[src/rtl/dense_seq_pkg.sv]
// Shared definitions for the dense-layer sequencer: FSM state encoding and
// address/latency helper functions.
package dense_seq_pkg;

  typedef enum logic [2:0] {
    ST_IDLE  = 3'd0,
    ST_LOAD  = 3'd1,
    ST_DRAIN = 3'd2,
    ST_BIAS  = 3'd3,
    ST_WRITE = 3'd4,
    ST_DONE  = 3'd5
  } state_e;

  localparam int DEF_W       = 96;
  localparam int DEF_H       = 96;
  localparam int DEF_NEURONS = 256;
  localparam int DEF_MEM_LAT = 1;
  localparam int DEF_MUL_LAT = 1;

  // Address width for a space of n entries; never below one bit.
  function automatic int addr_w(input int n);
    return (n > 1) ? $clog2(n) : 1;
  endfunction

  // Cycles from a read strobe to its product reaching the accumulator.
  function automatic int lat_sum(input int mem_lat, input int mul_lat);
    return mem_lat + mul_lat;
  endfunction

endpackage

[src/rtl/valid_delay.sv]
// Synchronous-reset shift register; out_o is in_i delayed by exactly DEPTH cycles.
// DEPTH must be at least 1.
module valid_delay #(
  parameter int DEPTH = 2
) (
  input  logic clk,
  input  logic rst,
  input  logic in_i,
  output logic out_o
);

  logic [DEPTH-1:0] sr_q;
  logic [DEPTH-1:0] sr_d;

  generate
    if (DEPTH == 1) begin : g_single
      always_comb sr_d = in_i;
    end else begin : g_shift
      always_comb sr_d = {sr_q[DEPTH-2:0], in_i};
    end
  endgenerate

  always_ff @(posedge clk) begin
    if (rst) begin
      sr_q <= '0;
    end else begin
      sr_q <= sr_d;
    end
  end

  assign out_o = sr_q[DEPTH-1];

endmodule

[src/rtl/dense_seq_ctrl.sv]
// dense_seq_ctrl: sequencer for a time-multiplexed dense layer (one shared multiplier
// feeding an accumulator). Optional macro DENSE_SEQ_CTRL_STALL_EN adds stall_i backpressure.
module dense_seq_ctrl
  import dense_seq_pkg::*;
#(
  parameter int W       = DEF_W,
  parameter int H       = DEF_H,
  parameter int NEURONS = DEF_NEURONS,
  parameter int MEM_LAT = DEF_MEM_LAT,
  parameter int MUL_LAT = DEF_MUL_LAT,
  localparam int N_IN   = W * H,
  localparam int DAW    = addr_w(N_IN),
  localparam int KAW    = addr_w(N_IN * NEURONS),
  localparam int NAW    = addr_w(NEURONS)
) (
  input  logic           clk,
  input  logic           rst,
`ifdef DENSE_SEQ_CTRL_STALL_EN
  input  logic           stall_i,
`endif
  input  logic           start_i,
  output logic           busy_o,
  output logic           done_o,
  output logic           rd_en_o,
  output logic [DAW-1:0] data_addr_o,
  output logic [KAW-1:0] kern_addr_o,
  output logic [NAW-1:0] bias_addr_o,
  output logic           acc_clr_o,
  output logic           mac_valid_o,
  output logic           bias_sel_o,
  output logic           wr_en_o,
  output logic [NAW-1:0] wr_addr_o
);

  localparam int L   = lat_sum(MEM_LAT, MUL_LAT);
  localparam int DCW = addr_w(L);

  state_e         state_q, state_d;
  logic [DAW-1:0] idx_q, idx_d;
  logic [NAW-1:0] neuron_q, neuron_d;
  logic [KAW-1:0] kern_q, kern_d;
  logic [DCW-1:0] drain_q, drain_d;
  logic           rd_en_q, rd_en_d;
  logic           acc_clr_q, acc_clr_d;
  logic           bias_sel_q, bias_sel_d;
  logic           wr_en_q, wr_en_d;
  logic           done_q, done_d;
  logic           busy_q, busy_d;
  logic           stall;

`ifdef DENSE_SEQ_CTRL_STALL_EN
  assign stall = stall_i;
`else
  assign stall = 1'b0;
`endif

  // Next-state and counter update; the kernel address runs continuously
  // across neurons because neuron*N_IN + idx is just a running count.
  always_comb begin
    state_d  = state_q;
    idx_d    = idx_q;
    neuron_d = neuron_q;
    kern_d   = kern_q;
    drain_d  = drain_q;
    unique case (state_q)
      ST_IDLE: begin
        if (start_i) begin
          state_d  = ST_LOAD;
          idx_d    = '0;
          neuron_d = '0;
          kern_d   = '0;
        end
      end
      ST_LOAD: begin
        if (!stall) begin
          if (idx_q == DAW'(N_IN - 1)) begin
            state_d = ST_DRAIN;
            drain_d = '0;
          end else begin
            idx_d  = idx_q + DAW'(1);
            kern_d = kern_q + KAW'(1);
          end
        end
      end
      ST_DRAIN: begin
        if (drain_q == DCW'(L - 1)) begin
          state_d = ST_BIAS;
        end else begin
          drain_d = drain_q + DCW'(1);
        end
      end
      ST_BIAS: begin
        state_d = ST_WRITE;
      end
      ST_WRITE: begin
        if (neuron_q == NAW'(NEURONS - 1)) begin
          state_d = ST_DONE;
        end else begin
          state_d  = ST_LOAD;
          neuron_d = neuron_q + NAW'(1);
          idx_d    = '0;
          kern_d   = kern_q + KAW'(1);
        end
      end
      ST_DONE: begin
        state_d = ST_IDLE;
      end
      default: begin
        state_d = ST_IDLE;
      end
    endcase

    // Strobes are registered from the state being entered so they line up
    // with the addresses presented in that same cycle.
    rd_en_d    = (state_d == ST_LOAD);
    acc_clr_d  = (state_d == ST_LOAD) && (state_q != ST_LOAD);
    bias_sel_d = (state_d == ST_BIAS);
    wr_en_d    = (state_d == ST_WRITE);
    done_d     = (state_d == ST_DONE);
    busy_d     = (state_d == ST_LOAD) || (state_d == ST_DRAIN) ||
                 (state_d == ST_BIAS) || (state_d == ST_WRITE);
  end

  always_ff @(posedge clk) begin
    if (rst) begin
      state_q    <= ST_IDLE;
      idx_q      <= '0;
      neuron_q   <= '0;
      kern_q     <= '0;
      drain_q    <= '0;
      rd_en_q    <= 1'b0;
      acc_clr_q  <= 1'b0;
      bias_sel_q <= 1'b0;
      wr_en_q    <= 1'b0;
      done_q     <= 1'b0;
      busy_q     <= 1'b0;
    end else begin
      state_q    <= state_d;
      idx_q      <= idx_d;
      neuron_q   <= neuron_d;
      kern_q     <= kern_d;
      drain_q    <= drain_d;
      rd_en_q    <= rd_en_d;
      acc_clr_q  <= acc_clr_d;
      bias_sel_q <= bias_sel_d;
      wr_en_q    <= wr_en_d;
      done_q     <= done_d;
      busy_q     <= busy_d;
    end
  end

  // A stalled cycle suppresses the strobe; the delay line still shifts so the
  // gap reappears on mac_valid_o L cycles later.
  assign rd_en_o = rd_en_q & ~stall;

  valid_delay #(
    .DEPTH(L)
  ) u_valid_delay (
    .clk  (clk),
    .rst  (rst),
    .in_i (rd_en_o),
    .out_o(mac_valid_o)
  );

  assign data_addr_o = idx_q;
  assign kern_addr_o = kern_q;
  assign bias_addr_o = neuron_q;
  assign wr_addr_o   = neuron_q;
  assign acc_clr_o   = acc_clr_q;
  assign bias_sel_o  = bias_sel_q;
  assign wr_en_o     = wr_en_q;
  assign done_o      = done_q;
  assign busy_o      = busy_q;

endmodule

[config.mk]
export PLATFORM = sky130hd
export DESIGN_NAME = dense_seq_ctrl
export DESIGN_NICKNAME = d
export VERILOG_FILES = /design/src/rtl/dense_seq_pkg.sv /design/src/rtl/valid_delay.sv /design/src/rtl/dense_seq_ctrl.sv
export SDC_FILE = /design/constraint.sdc
export NUM_CORES = 1
export LEC_CHECK = 0
export ABC_AREA = 0
export BUFFER_PORTS_ARGS = -buffer_cell sky130_fd_sc_hd__buf_4
export CAP_MARGIN = 20
export CORE_UTILIZATION = 45
export DETAILED_ROUTE_END_ITERATION = 6
export GPL_TIMING_DRIVEN = 0
export PLACE_DENSITY = 0.68
export REMOVE_ABC_BUFFERS = 1
export SLEW_MARGIN = 15
export SYNTH_ARGS = -nofsm -noshare
export SYNTH_HDL_FRONTEND = slang
export SYNTH_SLANG_ARGS = --single-unit
[constraint.sdc]
create_clock -name clk -period 3.3 [get_ports clk]
set_clock_uncertainty 0.2 [all_clocks]
set_input_delay 0.495 -clock clk [delete_from_list [all_inputs] [get_ports clk]]
set_output_delay 0.495 -clock clk [all_outputs]
set_load 0.01 [all_outputs]
# Yosys cells after proc, flatten, opt, wreduce, memory -nomap -nowiden
# Cells that the tools add are included.
# op_classes
bitwise_logic,0
div,0
shifts,0
n_eq_ne,16
n_reduce_logical,11
n_mul,0
n_addsub,4
n_mux,19
n_lt_le_gt_ge,0
# op_table
operator,n
$mux W22,3
$pmux W22 S3,1
$mux W14,3
$pmux W14 S3,1
$add A22 B1 Y22 const B,1
$mux W8,2
$pmux W8 S2,1
$pmux W3 S5,1
$add A14 B1 Y14 const B,1
$eq A14 B14 Y1 const B,1
$eq A3 B2 Y1 const B,4
$mux W3,4
$eq A3 B3 Y1 const B,3
$add A8 B1 Y8 const B,1
$eq A8 B8 Y1 const B,1
$ne A2 B2 Y1 const B,4
$eq A3 B1 Y1 const B,2
$reduce_and A4 Y1,1
$reduce_bool A2 Y1,2
$logic_not A3 Y1,1
$logic_or A1 B1 Y1,3
$ne A3 B1 Y1 const B,1
$reduce_and A3 Y1,1
$reduce_bool A3 Y1,1
5 further kinds,6
# word_totals
out_inout_bits,59
ram_bits,0
memories,0
latchBits,0
mem_bits_ro,0
word_cells,62
ff_bits,56

# Longest topological paths before layout
# depth
word_depth,7
depth_mapped,9

# Cells and area by module
# A second synthesis with hierarchy kept.
# hier_totals
cells_unflattened,326
area_unflattened_um2,2748.9
# by_module_without_submodules
module,cells_per_inst,seq_area_each_um2,n_inst,area_per_inst_um2
dense_seq_ctrl,322,1081.0,1,2696.3
valid_delay,4,40.0,1,52.6

# Worst setup path after synthesis
# OpenSTA, ideal clock, no wires.
# synth_timing
path_kind,register to register
start,reg neuron_q[0] (netlist: bias_addr_o[0])
end,reg idx_q[11] (netlist: data_addr_o[11])
path_stages_with_launch,8
synth_period_minus_slack_ps,2354
setup_slack_ps,946
required_ps,3041
arrival_time_ps,2095
path_cell_list,dfxtp_1 > ha_1 > nand4_1 > o211a_1 > or2_2 > clkbuf_1 > or4_1 > nand2_1
# synth_between
elab_chain_cells,3
# synth_lines
item,line,source
"start, declared",dense_seq_ctrl.sv:40,"logic [NAW-1:0] neuron_q, neuron_d;"
"start signal, assigned",dense_seq_ctrl.sv:140,neuron_q <= neuron_d;
$eq A8 B8 Y1,dense_seq_ctrl.sv:96,if (neuron_q == NAW'(NEURONS - 1)) begin
$ne A2 B2 Y1 (no line),n/a,
$reduce_and A4 Y1 (no line),n/a,
"end signal, assigned",dense_seq_ctrl.sv:139,idx_q <= idx_d;
"end, declared",dense_seq_ctrl.sv:39,"logic [DAW-1:0] idx_q, idx_d;"
# No other way between the ends.
# A chain may end at the register's enable or synchronous reset.

# Final worst setup path
# layout_timing
start,reg idx_q[10] (netlist: data_addr_o[10])
end,reg kern_q[17] (netlist: kern_addr_o[17])
# layout_between
elab_chain_cells,3
# layout_lines
item,line,source
$eq A14 B14 Y1,dense_seq_ctrl.sv:76,if (idx_q == DAW'(N_IN - 1)) begin
$ne A2 B2 Y1 (no line),n/a,
$reduce_and A4 Y1 (no line),n/a,
"end signal, assigned",dense_seq_ctrl.sv:141,kern_q <= kern_d;
"end, declared",dense_seq_ctrl.sv:41,"logic [KAW-1:0] kern_q, kern_d;"
# No other way between the ends.

==> metrics.csv <==
metric,value,unit
status,"finished, final reports clean",
syn_area,0.00286,sq mm
grt_overflow,0,
p_seq_share,60.9,%
clock_latency,0.31,ns
first_pass_iters,4,
setup_viol,0,
final_util,55.4,%
postCtsSetupBuffers,0,
dp_cells,445,
vdd.ir_drop.worst,181,uV
drt_wl_total,6570,microns
num_vias,2627,
grt_usage,20.6,%
hold_ws,0.243,ns
first_global_vias,2319,
async_reset_ff_share,0,%
hold_path.class,register to register,
total_power,1.14,mW
via_per_inst,5.81,
p_sw_share,24.6,%
cap_violations,0,
postLayoutCellArea,0.00334,sq mm
cp.required,3.34,ns
regToRegSetupSlack,0.42,ns
r2r_cells,5,
wire_per_inst,14.5,microns
p_per_area,341,mW/mm^2
num_rows,28,
slew_violations,0,
die_y,81.7,microns
crit_slowest_cell,a21oi_4,
crit_chain,or4b_1 > or4_4 > a21oi_4 > o41ai_1 > a21oi_1,
rsz0062_at_grt,no,
post-route-period-util,87.2,%
cts_buffer_depth,2,
cp_max_fo,29,
finalNonFillerCells,452,
dpl.hpwl,4540,microns
ys.flop_type,dfxtp_1,
tns,0,ns
grt_pass1_wl,10800,microns
worst_pin_slew,0.756,ns
clock_sinks,56,
p_int,0.857,mW
placed_area,0.00326,sq mm
fp.coreArea,0.00603,sq mm
yosysUniqueCellTypes,59,
nNetsFinal,383,
drt_iter0_markers,128,
critPathKind,register to register,
startpoint,data_addr_o[10]$_SDFFE_PP0P_,
synth_edf_count,0,
critPathCaptureType,register,
startpoint_type,register,
holdBufCountCts,0,
numCtsBuffers,5,
drc,0,
ctsResizeCount,0,
num_antenna_cells,0,
grt_max_degree,30,
slew_headroom,49.5,%
synthesis.instances,332,
fin_ws,0.424,ns
r2r_end,kern_addr_o[17]$_SDFFE_PP0P_,
slowest_delay,0.65,ns
arrival,2.91,ns
area_delta_synth_final,16.7,%
hold_viol_final,0,
detail-route-antenna-nets,0,
p_leak,1.23,nW
power.share.clock,31.5,%
r2r_start,data_addr_o[10]$_SDFFE_PP0P_,
ios,62,
portBuffers,61,
post-route-min-period,2.88,ns
syn_area_per_cell,8.62,sq um
initial_core_util,47.5,%
cp-endpoint,kern_addr_o[17]$_SDFFE_PP0P_,
yosysSeqAreaShare,39.2,%
p_switching,0.280,mW
drive_gt1_share,22.0,%
place.gp.congestion,0.846,
clk_pin_slew_worst_paths,0.09,ns
yosys_warnings,0,
dieArea,0.00668,sq mm
synth_seq_cells,56,
clock.fmax,348,MHz
cts_tree,done,
htree_levels,2,
cts_root_buffer,clkbuf_8,
die_w,81.7,microns
antenna_found_initial,0,
dp_slack,0.455,ns
combPwrFrac,7.6,%
## synth_stat cells (3+ instances only)
cell type   n  area share (%)
nand3_1    19             3.3
nor2b_1    10             2.2
a22oi_1     3            0.79
o41ai_1     3            0.92
a211oi_1    3            0.79
nor3_1      4            0.70
buf_4      10             2.6
o21ai_0     5            0.87
nor4_1      4            0.87
clkbuf_1    8             1.0
xor2_1      7             2.1
o31ai_1    10             2.6
or3_1       7             1.5
a21o_1      3            0.79
a21oi_2     4             1.2
ha_1        3             1.3
nor2_1     26             3.4
and2_1      5             1.1
o211ai_1    7             1.8
or4_1      11             2.9
a21oi_1    17             3.0
nand4_1    13             2.8
inv_1      12             1.6
o21ai_2     3            0.92
nand2_1    28             3.7
nand3b_1    3            0.79
and3_1      4            0.87
dfxtp_1    56              39
nand2b_1    3            0.66
## how the worst min path moves through the flow
stage	startpoint	to	slack, ns	cells after the start
final	u_valid_delay.sr_q[0]$_SDFF_PP0_	u_valid_delay.sr_q[1]$_SDFF_PP0_	0.24	1
after floorplan	u_valid_delay.sr_q[0]$_SDFF_PP0_	u_valid_delay.sr_q[1]$_SDFF_PP0_	0.21	1
after global placement	u_valid_delay.sr_q[0]$_SDFF_PP0_	u_valid_delay.sr_q[1]$_SDFF_PP0_	0.23	1
after detailed placement	u_valid_delay.sr_q[0]$_SDFF_PP0_	u_valid_delay.sr_q[1]$_SDFF_PP0_	0.23	1
after CTS	u_valid_delay.sr_q[0]$_SDFF_PP0_	u_valid_delay.sr_q[1]$_SDFF_PP0_	0.25	1
after global routing	u_valid_delay.sr_q[0]$_SDFF_PP0_	u_valid_delay.sr_q[1]$_SDFF_PP0_	0.27	1
## critical path: cells and delay by family (launching register included)
kind,cells,cell delay (ns)
and+or+nand+nor,2,1.21
AOI/OAI and AO/OA,3,1.02
DFF,1,0.37
## flip-flops by register name, indices dropped and copies added, names as in the netlist
register,count
drain_q,1
rd_en_o,1
bias_sel_o,1
acc_clr_o,1
done_o,1
state_q,3
busy_o,1
data_addr_o,14
wr_en_o,1
u_valid_delay.sr_q,2
bias_addr_o,8
kern_addr_o,22
## metal layers
metal  track usage, %  wire (microns)
met5                0               0
met4             6.84              64
met3             4.22             292
met2             34.2            2980
met1             26.5            3230
## power by group through the flow
stage / Sequential (mW) / Combinational, mW / Clock [mW]
3_5_place_dp: 0.708 / 0.0873 / 0
3_3_place_gp: 0.708 / 0.0858 / 0
2_1_floorplan: 0.709 / 0.0519 / 0
5_1_grt: 0.694 / 0.0963 / 0.403
6_report: 0.692 / 0.0868 / 0.358
4_1_cts: 0.692 / 0.0873 / 0.372
## final cells by class
type	count	area (sq um)
Tap cell	75	93.8
Clock inverter	1	5.00
Clock buffer	6	72.6
Fill cell	588	2690
Inverter	12	45.0
Multi-Input combinational cell	241	1540
Timing Repair Buffer	61	458
Sequential cell	56	1120
## cells by family (layout without fill, tap and decap cells)
kind of cell	Yosys count	in the layout	synth area share (%)
DFF	56	56	39.2
and+or+nand+nor	148	148	28.5
AOI/OAI and AO/OA	79	79	20.6
adders and majority gates	4	4	1.66
muxes	1	1	0.350
xor gates and xnor gates	9	9	2.76
buffers and inverters	35	80	6.91
## placed cells by master, fill, tap and decap left out, types with 4 or more instances in the layout
cell type	netlist	layout
a21oi_1	17	17
a21oi_2	4	4
and2_1	5	5
and3_1	4	4
buf_4	10	61
clkbuf_8	0	5
dfxtp_1	56	56
inv_1	12	12
nand2_1	28	28
nand3_1	19	19
nand4_1	13	13
nor2_1	26	26
nor2b_1	10	10
nor3_1	4	4
nor4_1	4	4
o211ai_1	7	7
o21ai_0	5	5
o31ai_1	10	10
or3_1	7	7
or4_1	11	11
xor2_1	7	7
No activity file was read; power rests on OpenSTA's default activity.
